==> config.mk <==
export PLATFORM = sky130hd
export DESIGN_NAME = fetch_decode_flat
export DESIGN_NICKNAME = d
export VERILOG_FILES = /design/src/rtl/fetch_decode_if.sv /design/src/rtl/fetch_decode.sv /design/src/flat_wrapper.sv
export SDC_FILE = /design/constraint.sdc
export NUM_CORES = 1
export LEC_CHECK = 0
export CELL_PAD_IN_SITES_DETAIL_PLACEMENT = 2
export CELL_PAD_IN_SITES_GLOBAL_PLACEMENT = 2
export CORE_ASPECT_RATIO = 2
export CORE_MARGIN = 2
export CORE_UTILIZATION = 30
export CTS_CLUSTER_DIAMETER = 100
export DETAILED_ROUTE_END_ITERATION = 16
export GPL_TIMING_DRIVEN = 0
export PLACE_DENSITY = 0.87
export SYNTH_ARGS = -nofsm -noshare
export SYNTH_HDL_FRONTEND = slang
export SYNTH_SLANG_ARGS = --single-unit
==> constraint.sdc <==
create_clock -name CLK -period 5.4 [get_ports CLK]
set_input_delay 1.08 -clock CLK [delete_from_list [all_inputs] [get_ports CLK]]
set_output_delay 1.08 -clock CLK [all_outputs]
set_load 0.05 [all_outputs]
==> src/rtl/fetch_decode_if.sv <==
// fetch_decode_if: bundles the instruction-memory req/ack port and the
// Core-facing decode/control signals of the fetch_decode sequencer.
// master = the sequencer, slave = instruction memory plus Core datapath.
interface fetch_decode_if;
  logic [31:0] imem_addr;
  logic        imem_req;
  logic        imem_ack;
  logic [31:0] imem_data;
  logic        isZero;
  logic [31:0] Da;
  logic [4:0]  Rs;
  logic [4:0]  Rt;
  logic [4:0]  Rd;
  logic [15:0] imm;
  logic [31:0] addedPC;
  logic [1:0]  RegDst;
  logic        RegWr;
  logic        MemWr;
  logic        ALUSrc;
  logic [1:0]  MemToReg;
  logic [2:0]  ALUCntrl;
  logic [31:0] pc;
  logic        exec;
  logic        halted;

  modport master (
    output imem_addr, imem_req,
    input  imem_ack, imem_data, isZero, Da,
    output Rs, Rt, Rd, imm, addedPC, RegDst, RegWr, MemWr, ALUSrc,
           MemToReg, ALUCntrl, pc, exec, halted
  );

  modport slave (
    input  imem_addr, imem_req,
    output imem_ack, imem_data, isZero, Da,
    input  Rs, Rt, Rd, imm, addedPC, RegDst, RegWr, MemWr, ALUSrc,
           MemToReg, ALUCntrl, pc, exec, halted
  );
endinterface

==> src/rtl/fetch_decode.sv <==
// fetch_decode: PC holder, instruction fetcher and decoder feeding the
// single-cycle Core datapath. One instruction takes FETCH (>= 1 cycle)
// followed by exactly one EXEC cycle in which RegWr/MemWr are qualified.
// Optional feature macro: FETCH_ILLEGAL_TRAP_EN -- when defined, an illegal
// instruction halts the sequencer (HALT until reset); when undefined it
// executes as a NOP and `halted` is tied low.
module fetch_decode #(
  parameter logic [31:0] RESET_PC    = 32'h0000_0000,
  parameter int unsigned ACK_TIMEOUT = 255
) (
  input  logic           CLK,
  input  logic           RST_N,
  fetch_decode_if.master bus
);

  localparam logic [1:0] S_IDLE  = 2'd0;
  localparam logic [1:0] S_FETCH = 2'd1;
  localparam logic [1:0] S_EXEC  = 2'd2;
`ifdef FETCH_ILLEGAL_TRAP_EN
  localparam logic [1:0] S_HALT  = 2'd3;
`endif

  // Retry fires on the cycle the counter has seen ACK_TIMEOUT unacked cycles.
  localparam logic [7:0] RETRY_LAST = 8'(ACK_TIMEOUT - 1);

  logic [1:0]  r_state;
  logic [31:0] r_pc;
  logic [31:0] r_ir;
  logic [7:0]  r_retryCnt;
  logic        r_drop;

  logic [5:0]  w_opcode;
  logic [5:0]  w_funct;
  logic [1:0]  w_regDst;
  logic        w_regWr;
  logic        w_memWr;
  logic        w_aluSrc;
  logic [1:0]  w_memToReg;
  logic [2:0]  w_aluCntrl;
  logic        w_legal;
  logic        w_isBne;
  logic        w_isJump;
  logic        w_isJr;
  logic        w_exec;
  logic [31:0] w_pcPlus4;
  logic [31:0] w_branchOff;
  logic [31:0] w_nextPc;

  assign w_opcode    = r_ir[31:26];
  assign w_funct     = r_ir[5:0];
  assign w_exec      = (r_state == S_EXEC);
  assign w_pcPlus4   = r_pc + 32'd4;
  assign w_branchOff = {{14{r_ir[15]}}, r_ir[15:0], 2'b00};

  // Decode IR into Core control fields; unlisted encodings stay all-zero/illegal.
  always_comb begin
    w_regDst   = 2'b00;
    w_regWr    = 1'b0;
    w_memWr    = 1'b0;
    w_aluSrc   = 1'b0;
    w_memToReg = 2'b00;
    w_aluCntrl = 3'b000;
    w_legal    = 1'b0;
    w_isBne    = 1'b0;
    w_isJump   = 1'b0;
    w_isJr     = 1'b0;
    case (w_opcode)
      6'h08: begin
        w_regDst = 2'b01; w_aluSrc = 1'b1; w_regWr = 1'b1; w_legal = 1'b1;
      end
      6'h0E: begin
        w_regDst = 2'b01; w_aluSrc = 1'b1; w_aluCntrl = 3'b010;
        w_regWr = 1'b1; w_legal = 1'b1;
      end
      6'h23: begin
        w_regDst = 2'b01; w_aluSrc = 1'b1; w_memToReg = 2'b01;
        w_regWr = 1'b1; w_legal = 1'b1;
      end
      6'h2B: begin
        w_aluSrc = 1'b1; w_memWr = 1'b1; w_legal = 1'b1;
      end
      6'h05: begin
        w_aluCntrl = 3'b001; w_isBne = 1'b1; w_legal = 1'b1;
      end
      6'h02: begin
        w_isJump = 1'b1; w_legal = 1'b1;
      end
      6'h03: begin
        w_regDst = 2'b10; w_memToReg = 2'b10; w_regWr = 1'b1;
        w_isJump = 1'b1; w_legal = 1'b1;
      end
      6'h00: begin
        if (r_ir == 32'd0) begin
          w_legal = 1'b1;
        end else begin
          case (w_funct)
            6'h20: begin w_regWr = 1'b1; w_legal = 1'b1; end
            6'h22: begin w_aluCntrl = 3'b001; w_regWr = 1'b1; w_legal = 1'b1; end
            6'h2A: begin w_aluCntrl = 3'b011; w_regWr = 1'b1; w_legal = 1'b1; end
            6'h08: begin w_isJr = 1'b1; w_legal = 1'b1; end
            default: w_legal = 1'b0;
          endcase
        end
      end
      default: w_legal = 1'b0;
    endcase
  end

  // Select the PC for the next instruction; all sums wrap mod 2^32.
  always_comb begin
    w_nextPc = w_pcPlus4;
    if (w_isBne && !bus.isZero) begin
      w_nextPc = w_pcPlus4 + w_branchOff;
    end else if (w_isJump) begin
      w_nextPc = {w_pcPlus4[31:28], r_ir[25:0], 2'b00};
    end else if (w_isJr) begin
      w_nextPc = bus.Da;
    end
  end

  // Sequencer: IDLE -> FETCH (with timed retry) -> EXEC -> FETCH, optional HALT.
  always_ff @(posedge CLK or negedge RST_N) begin
    if (!RST_N) begin
      r_state    <= S_IDLE;
      r_pc       <= RESET_PC;
      r_ir       <= 32'd0;
      r_retryCnt <= 8'd0;
      r_drop     <= 1'b0;
    end else begin
      case (r_state)
        S_IDLE: begin
          r_state    <= S_FETCH;
          r_retryCnt <= 8'd0;
          r_drop     <= 1'b0;
        end
        S_FETCH: begin
          if (r_drop) begin
            r_drop <= 1'b0;
          end else if (bus.imem_ack) begin
            r_ir       <= bus.imem_data;
            r_retryCnt <= 8'd0;
            r_state    <= S_EXEC;
          end else if (r_retryCnt == RETRY_LAST) begin
            r_drop     <= 1'b1;
            r_retryCnt <= 8'd0;
          end else begin
            r_retryCnt <= r_retryCnt + 8'd1;
          end
        end
        S_EXEC: begin
`ifdef FETCH_ILLEGAL_TRAP_EN
          if (!w_legal) begin
            r_state <= S_HALT;
          end else begin
            r_pc    <= w_nextPc;
            r_state <= S_FETCH;
          end
`else
          r_pc    <= w_nextPc;
          r_state <= S_FETCH;
`endif
        end
        default: r_state <= r_state;
      endcase
    end
  end

  assign bus.imem_addr = r_pc;
  assign bus.imem_req  = (r_state == S_FETCH) && !r_drop;
  assign bus.Rs        = r_ir[25:21];
  assign bus.Rt        = r_ir[20:16];
  assign bus.Rd        = r_ir[15:11];
  assign bus.imm       = r_ir[15:0];
  assign bus.addedPC   = w_pcPlus4;
  assign bus.RegDst    = w_regDst;
  assign bus.RegWr     = w_exec && w_regWr && w_legal;
  assign bus.MemWr     = w_exec && w_memWr && w_legal;
  assign bus.ALUSrc    = w_aluSrc;
  assign bus.MemToReg  = w_memToReg;
  assign bus.ALUCntrl  = w_aluCntrl;
  assign bus.pc        = r_pc;
  assign bus.exec      = w_exec;
`ifdef FETCH_ILLEGAL_TRAP_EN
  assign bus.halted    = (r_state == S_HALT);
`else
  assign bus.halted    = 1'b0;
`endif

endmodule

==> src/flat_wrapper.sv <==
// flat-port wrapper written by rule: the top's interface ports become plain ports
module fetch_decode_flat 
#(
  parameter logic [31:0] RESET_PC    = 32'h0000_0000,
  parameter int unsigned ACK_TIMEOUT = 255
)
  (CLK, RST_N, bus_imem_addr, bus_imem_req, bus_imem_ack, bus_imem_data, bus_isZero, bus_Da, bus_Rs, bus_Rt, bus_Rd, bus_imm, bus_addedPC, bus_RegDst, bus_RegWr, bus_MemWr, bus_ALUSrc, bus_MemToReg, bus_ALUCntrl, bus_pc, bus_exec, bus_halted);
  fetch_decode_if bus_i ();
  input  logic CLK;
  input  logic RST_N;
  output wire logic [$bits(bus_i.imem_addr)-1:0] bus_imem_addr;
  output wire logic [$bits(bus_i.imem_req)-1:0] bus_imem_req;
  input wire logic [$bits(bus_i.imem_ack)-1:0] bus_imem_ack;
  input wire logic [$bits(bus_i.imem_data)-1:0] bus_imem_data;
  input wire logic [$bits(bus_i.isZero)-1:0] bus_isZero;
  input wire logic [$bits(bus_i.Da)-1:0] bus_Da;
  output wire logic [$bits(bus_i.Rs)-1:0] bus_Rs;
  output wire logic [$bits(bus_i.Rt)-1:0] bus_Rt;
  output wire logic [$bits(bus_i.Rd)-1:0] bus_Rd;
  output wire logic [$bits(bus_i.imm)-1:0] bus_imm;
  output wire logic [$bits(bus_i.addedPC)-1:0] bus_addedPC;
  output wire logic [$bits(bus_i.RegDst)-1:0] bus_RegDst;
  output wire logic [$bits(bus_i.RegWr)-1:0] bus_RegWr;
  output wire logic [$bits(bus_i.MemWr)-1:0] bus_MemWr;
  output wire logic [$bits(bus_i.ALUSrc)-1:0] bus_ALUSrc;
  output wire logic [$bits(bus_i.MemToReg)-1:0] bus_MemToReg;
  output wire logic [$bits(bus_i.ALUCntrl)-1:0] bus_ALUCntrl;
  output wire logic [$bits(bus_i.pc)-1:0] bus_pc;
  output wire logic [$bits(bus_i.exec)-1:0] bus_exec;
  output wire logic [$bits(bus_i.halted)-1:0] bus_halted;
  assign bus_imem_addr = bus_i.imem_addr;
  assign bus_imem_req = bus_i.imem_req;
  assign bus_i.imem_ack = bus_imem_ack;
  assign bus_i.imem_data = bus_imem_data;
  assign bus_i.isZero = bus_isZero;
  assign bus_i.Da = bus_Da;
  assign bus_Rs = bus_i.Rs;
  assign bus_Rt = bus_i.Rt;
  assign bus_Rd = bus_i.Rd;
  assign bus_imm = bus_i.imm;
  assign bus_addedPC = bus_i.addedPC;
  assign bus_RegDst = bus_i.RegDst;
  assign bus_RegWr = bus_i.RegWr;
  assign bus_MemWr = bus_i.MemWr;
  assign bus_ALUSrc = bus_i.ALUSrc;
  assign bus_MemToReg = bus_i.MemToReg;
  assign bus_ALUCntrl = bus_i.ALUCntrl;
  assign bus_pc = bus_i.pc;
  assign bus_exec = bus_i.exec;
  assign bus_halted = bus_i.halted;
  fetch_decode #(.RESET_PC(RESET_PC), .ACK_TIMEOUT(ACK_TIMEOUT)) u_core (.CLK(CLK), .RST_N(RST_N), .bus(bus_i));
endmodule
==> flow_metrics.py, run 1 <==
metrics = {
    "logic_synthesis": {
        "synth-edff-count": 0,
        "syn_area_sq_um": 6880,
        "synthFlopType": "dfrtp_1",
        "synth_cells": 828,
        "ys_types": 66,
        "seq_area_frac_synth": 0.273,
        "yosysWarnings": 0,
        "synth_area_per_cell_sq_um": 8.31,
        "synthArstFlopShare": 1.00,
        "ys_seq_elements": 75,
    },
    "timing": {
        "drv_slew": 0,
        "final.period_utilization": 0.960,
        "period_needed_ns": 5.19,
        "setup_tns_ns": 0,
        "hold_viol": 0,
        "finalSetupViolCount": 0,
        "skew_ns": 0.00846,
        "setup_slack_ns": 0.215,
        "fin_hold_ws_ns": 0.551,
        "grt_setup_unrepaired": "false",
        "slew_headroom": 0.198,
        "max_slew.worst_pin.slew_ns": 1.20,
        "max_freq_mhz": 193,
    },
    "global_route": {
        "grt_pass1_vias": 8685,
        "grt_usage": 0.279,
        "grt_use_met2": 0.546,
        "met3_usage": 0.0399,
        "antenna_found_initial": 3,
        "grt_overflow": 0,
        "grt_pass1_wl_um": 51600,
        "met1_usage": 0.257,
        "top_usage_layer": "met2",
        "grt_max_degree": 63,
    },
    "placement": {
        "dpl.cell_count": 1315,
        "io_buffers": 205,
        "dp_hpwl_um": 27900,
        "gp_congestion": 0.910,
        "place_ws_ns": 0.528,
    },
    "setup_path": {
        "path_common_cell": "clkbuf_1",
        "critPathSlowestCell": "clkdlybuf4s50_1",
        "rr_endpoint": "u_core.bus.imem_addr[30]",
        "worstPathRequired_ns": 4.32,
        "critPathLaunchType": "register",
        "worstSetupPathType": "register to output pin",
        "cpPeakStageDelay_ns": 0.80,
        "endpoint_kind": "output pin",
        "worstPathCellList": "clkbuf_1, nand2b_1, nor4_1, clkbuf_1, clkbuf_1, and2_1, o21a_1, clkdlybuf4s50_1",
        "worstPathMaxFanout": 10,
        "ff2ff_setup_slack_ns": 0.56,
        "reg2reg_from": "u_core.bus.imem_addr[4]",
        "crit_arrival_ns": 4.11,
        "reg2reg_depth": 13,
    },
    "worst_hold_path": {
        "hold_class": "register to register",
        "min_to": "u_core.r_retryCnt[1]",
        "min_path_cells": 2,
        "hold_start": "u_core.r_retryCnt[1]",
    },
    "power_and_ir_drop": {
        "power_leakage_nw": 4.26,
        "cellPowerDensity_nw_per_um2": 148,
        "vdd_ir_drop_max_v": 0.000153,
    },
    "drt": {
        "wl_um": 34000,
        "vias": 7629,
        "drt-initial-drc-count": 284,
        "firstDrtPassIters": 5,
        "via_per_inst": 5.72,
        "drc": 0,
        "ant_nets": 0,
        "avgRoutedWirePerCell_um": 25.5,
    },
    "floorplanning": {
        "start_util": 0.304,
        "die_y_um": 218,
        "rows": 78,
        "io_pins": 208,
        "dieArea_sq_um": 24200,
        "coreArea_sq_um": 22600,
        "die_w_um": 111,
    },
    "outcome": {
        "status": "finished, final reports clean",
    },
    "clock_tree": {
        "htree_levels": 3,
        "tritoncts.num_buffers": 9,
        "cts_hold_buf": 0,
        "cts_sinks": 75,
        "cts-root-buf": "clkbuf_16",
        "clockBufferDepth": 2,
        "clk-insertion-delay-late_ns": 0.36,
        "cts_tree": "done",
        "cts_resized": 0,
        "clk_pin_slew_ns": 0.06,
        "postCtsSetupRepairBufs": 0,
    },
    "layout": {
        "layout_common_cells": "clkdlybuf4s50_1, nand2_1, dfrtp_1",
        "layout_commonest_cell": "clkdlybuf4s50_1",
        "nNetsFinal": 1154,
        "area_delta_synth_final_pct": 39.7,
        "stdcell_count": 1333,
        "drive_above_1_share": 0.122,
    },
    "run": {
        "cap_violations": 0,
    },
}
-- per-layer routing --
metal / part of all wire / vias to the layer above / wire length, um
li1: - / 3424 / -
met1: 0.33 / 3835 / 11200
met2: 0.56 / 258 / 19000
met3: 0.037 / 112 / 1240
met4: 0.075 / 0 / 2550
met5: 0 / - / 0
-- kinds of logic (layout without fill, tap and decap cells) --
kind of cell	count (synthesis)	in the layout	share of synthesized area
AO/OA/AOI/OAI	231	231	0.226
XOR/XNOR	54	54	0.0687
adder cells (fa/ha/maj)	40	40	0.0738
buffers and inverters	123	344	0.105
flip-flops	75	75	0.273
multiplexers	35	35	0.0567
other	1	5	0.000545
AND/OR/NAND/NOR	269	269	0.196
-- flip-flops by register name (all words and copies together), names as in the netlist --
name	cells
u_core.r_state	2
u_core.r_retryCnt	8
u_core.r_drop	1
u_core.r_ir	32
u_core.bus.imem_addr	32
-- area by class of cell --
class	instances	area, sq um
Antenna cell	3	7.51
Buffer	105	656
Clock buffer	10	229
Clock inverter	5	63.8
Fill cell	2577	13000
Inverter	18	67.6
Multi-Input combinational cell	631	4290
Sequential cell	75	1880
Tap cell	280	350
Timing Repair Buffer	206	2080
-- report_power, final --
part	total [mW]	internal, mW	switching (mW)
clock	0.637	0.359	0.277
combinational	0.212	0.0939	0.119
sequential	0.573	0.566	0.00695
total	1.42	1.02	0.403
-- per-stage QoR --
| stage | utilization | power, mW | instance area (sq um) |
|---|---|---|---|
| floorplan | - | 0.683 | 6890 |
| global placement | 0.410 | 0.788 | 9290 |
| detailed placement | 0.411 | 0.796 | 9310 |
| CTS | 0.424 | 1.43 | 9610 |
| global route | 0.425 | 1.46 | 9610 |
| finish | 0.425 | 1.42 | 9610 |
-- worst max-delay path: cells and delay by family, from the launching register on --
| family | cells | cell delay, ns |
|---|---|---|
| buffers and inverters | 4 | 2.20 |
| and+or+nand+nor | 3 | 1.03 |
| DFF | 1 | 0.35 |
| AOI/OAI and AO/OA | 1 | 0.16 |
-- Yosys cell counts (all sizes together), types with 6 or more instances --
cell / number / share of area
o21ai: 42 / 0.031
nor2: 52 / 0.028
and2: 9 / 0.0082
nand4: 17 / 0.018
a221o: 8 / 0.012
a22oi: 20 / 0.022
mux2: 32 / 0.052
o211ai: 8 / 0.0087
and3: 13 / 0.013
nand3: 30 / 0.022
buf: 75 / 0.079
ha: 39 / 0.071
nor3: 17 / 0.012
o31ai: 11 / 0.012
nand2b: 6 / 0.0055
or4: 6 / 0.0071
xor2: 24 / 0.031
or3: 7 / 0.0064
a22o: 6 / 0.0076
nand2: 86 / 0.047
clkbuf: 30 / 0.016
xnor2: 30 / 0.038
a21oi: 59 / 0.043
dfrtp: 75 / 0.27
inv: 18 / 0.0098
a211oi: 9 / 0.0098
nor4: 11 / 0.012
a21o: 18 / 0.020
-- how the worst max path moves through the flow --
| stage | startpoint | slack, ns | end | depth (start not counted) |
|---|---|---|---|---|
| 6_report | u_core.r_ir[27] | 0.21 | bus_RegWr | 8 |
| 5_1_grt | u_core.r_ir[27] | 0.01 | bus_RegWr | 8 |
| 4_1_cts | u_core.r_ir[27] | 0.27 | bus_RegWr | 8 |
| 3_5_place_dp | u_core.bus.imem_addr[4] | 0.53 | u_core.bus.imem_addr[30] | 14 |
| 3_3_place_gp | RST_N | 0.25 | u_core.bus.imem_addr[0] | 1 |
| 2_1_floorplan | u_core.bus.imem_addr[4] | 0.58 | u_core.bus.imem_addr[26] | 14 |
No activity file was read; power rests on OpenSTA's default activity.
==> run 2, diff against run 1 <==
--- a/config.mk
+++ b/config.mk
@@ -9,11 +9,12 @@
 export CELL_PAD_IN_SITES_GLOBAL_PLACEMENT = 2
 export CORE_ASPECT_RATIO = 2
 export CORE_MARGIN = 2
-export CORE_UTILIZATION = 30
+export CORE_UTILIZATION = 40
 export CTS_CLUSTER_DIAMETER = 100
 export DETAILED_ROUTE_END_ITERATION = 16
+export DONT_BUFFER_PORTS = 1
 export GPL_TIMING_DRIVEN = 0
-export PLACE_DENSITY = 0.87
+export PLACE_DENSITY = 0.86
 export SYNTH_ARGS = -nofsm -noshare
 export SYNTH_HDL_FRONTEND = slang
 export SYNTH_SLANG_ARGS = --single-unit
==> run 2 against run 1 <==
Compared with the run above:
- the flow now finishes with violations (max-capacitance violations, max-slew violations)
- register-to-register slack got worse by 0.50 ns
- via count down 6.8%
- first-iteration DRC count up 43%
- setup slack got worse by 0.16 ns
- total power shrank 7.9%
- largest power group unchanged
==> flow_metrics.py, run 2 (synthesis results as in run 1) <==
metrics = {
    "outcome": {
        "status": "complete, but fails checks",
        "violations": "max-capacitance violations, max-slew violations",
    },
    "setup_path": {
        "critPathSlowestCell": "a2111oi_0",
        "worstPathRequired_ns": 5.59,
        "endpoint_kind": "register",
        "worstPathMaxFanout": 8,
        "crit_arrival_ns": 5.54,
        "worstPathCellList": "nand4_4, nor4_2, xnor2_1, ha_1, nand2_1, a2111oi_0, o21ai_1, o31ai_1, xnor2_1, o21ai_0",
        "worstSetupPathType": "register to register",
        "cpPeakStageDelay_ns": 0.89,
        "critPathLaunchType": "register",
        "path_common_cell": "xnor2_1",
    },
    "placement": {
        "place_ws_ns": -0.666,
        "dpl.cell_count": 1036,
        "io_buffers": 0,
        "gp_congestion": 0.999,
        "dp_hpwl_um": 25200,
    },
    "clock_tree": {
        "postCtsSetupRepairBufs": 0,
        "tritoncts.num_buffers": 9,
        "cts_tree": "done",
        "htree_levels": 3,
        "clockBufferDepth": 2,
        "clk-insertion-delay-late_ns": 0.36,
        "cts_sinks": 75,
        "cts_resized": 17,
        "cts-root-buf": "clkbuf_16",
        "cts_hold_buf": 0,
        "clk_pin_slew_ns": 0.07,
    },
    "drt": {
        "via_per_inst": 6.73,
        "top_layer": "met4",
        "drc": 0,
        "firstDrtPassIters": 5,
        "drt-initial-drc-count": 406,
        "wl_met1_um": 10500,
        "wl_um": 32500,
        "wl_met2_um": 17500,
        "ant_nets": 0,
        "vias": 7107,
        "avgRoutedWirePerCell_um": 30.8,
        "wl_met3_um": 1660,
    },
    "layout": {
        "area_delta_synth_final_pct": 11.2,
        "drive_above_1_share": 0.187,
        "stdcell_count": 1056,
        "layout_common_cells": "nand2_1, buf_4, dfrtp_1",
        "layout_commonest_cell": "nand2_1",
        "nNetsFinal": 948,
    },
    "floorplanning": {
        "coreArea_sq_um": 16800,
        "start_util": 0.410,
        "die_w_um": 96.7,
        "dieArea_sq_um": 18300,
        "rows": 67,
        "io_pins": 208,
        "die_y_um": 189,
    },
    "timing": {
        "setup_tns_ns": 0,
        "final.period_utilization": 0.990,
        "max_freq_mhz": 187,
        "fin_hold_ws_ns": 0.417,
        "max_slew.worst_pin.slew_ns": 1.50,
        "hold_viol": 0,
        "period_needed_ns": 5.34,
        "setup_slack_ns": 0.0557,
        "slew_headroom": -0.0100,
        "drv_slew": 4,
        "skew_ns": 0.0110,
        "finalSetupViolCount": 0,
    },
    "global_route": {
        "antenna_found_initial": 4,
        "grt_max_degree": 76,
        "grt_usage": 0.344,
        "grt_overflow": 0,
        "grt_pass1_wl_um": 48200,
        "grt_pass1_vias": 7969,
    },
    "run": {
        "cap_violations": 1,
    },
    "worst_hold_path": {
        "hold_class": "input pin to asynchronous set/reset pin",
    },
    "power_and_ir_drop": {
        "vdd_ir_drop_max_v": 0.000170,
        "power_leakage_nw": 3.53,
        "cellPowerDensity_nw_per_um2": 171,
    },
}
## run 2: cell types whose count changed in the layout (fill, tap and decap cells not counted), sizes merged
| cell | delta |
|---|---|
| clkdlybuf4s50 | -204 |
| buf | -2 |
| bufinv | -1 |
| clkinvlp | +1 |
| diode | +1 |
| inv | +1 |
## run 2: layout make-up
| type | instances | area, sq um |
|---|---|---|
| clock inverters | 6 | 46.3 |
| inverters | 18 | 67.6 |
| fillers | 1895 | 9110 |
| clock buffers | 10 | 239 |
| multi-input cells | 631 | 4490 |
| well taps | 207 | 259 |
| plain buffers | 105 | 656 |
| flip-flops and latches | 75 | 1890 |
| diodes | 4 | 10.0 |
## run 2: worst max-delay path: cells and delay by family, from the launching register on
kind,cells,cell delay (ns)
flip-flops,1,0.81
AND/OR/NAND/NOR,3,1.13
XOR/XNOR,2,0.81
AO/OA/AOI/OAI,4,1.90
adder cells (fa/ha/maj),1,0.54
## run 2: final timing paths
| kind | from | end | slack (ns) | cells past startpoint |
|---|---|---|---|---|
| max | u_core.bus.imem_addr[9] | u_core.bus.imem_addr[30] | 0.06 | 10 |
| min reg2reg | u_core.r_retryCnt[5] | u_core.r_retryCnt[5] | 0.56 | 2 |
| min in group CLK | u_core.r_retryCnt[5] | u_core.r_retryCnt[5] | 0.56 | 2 |
| min | RST_N | u_core.bus.imem_addr[9] | 0.42 | 0 |
| max in group asynchronous | RST_N | u_core.r_ir[31] | 4.83 | 0 |
| max reg2reg | u_core.bus.imem_addr[9] | u_core.bus.imem_addr[30] | 0.06 | 10 |
## run 2: layer usage
metal | GRT usage | up-vias
li1 | - | 3013
met1 | 0.321 | 3572
met2 | 0.654 | 373
met3 | 0.0543 | 149
met4 | 0.262 | 0
met5 | 0 | -
## run 2: metrics by stage
step	util	cell area [sq um]	power, mW
after CTS	0.453	7590	1.31
final	0.457	7650	1.31
after global placement	0.426	7140	0.701
after floorplan	-	6890	0.683
after global routing	0.457	7650	1.33
after detailed placement	0.428	7170	0.706
## run 2: where the power goes
part           internal, mW  switching, mW  total (mW)
Sequential            0.566         0.0157       0.581
Combinational        0.0352         0.0852       0.120
Clock                 0.327          0.280       0.607
Total                 0.928          0.381        1.31
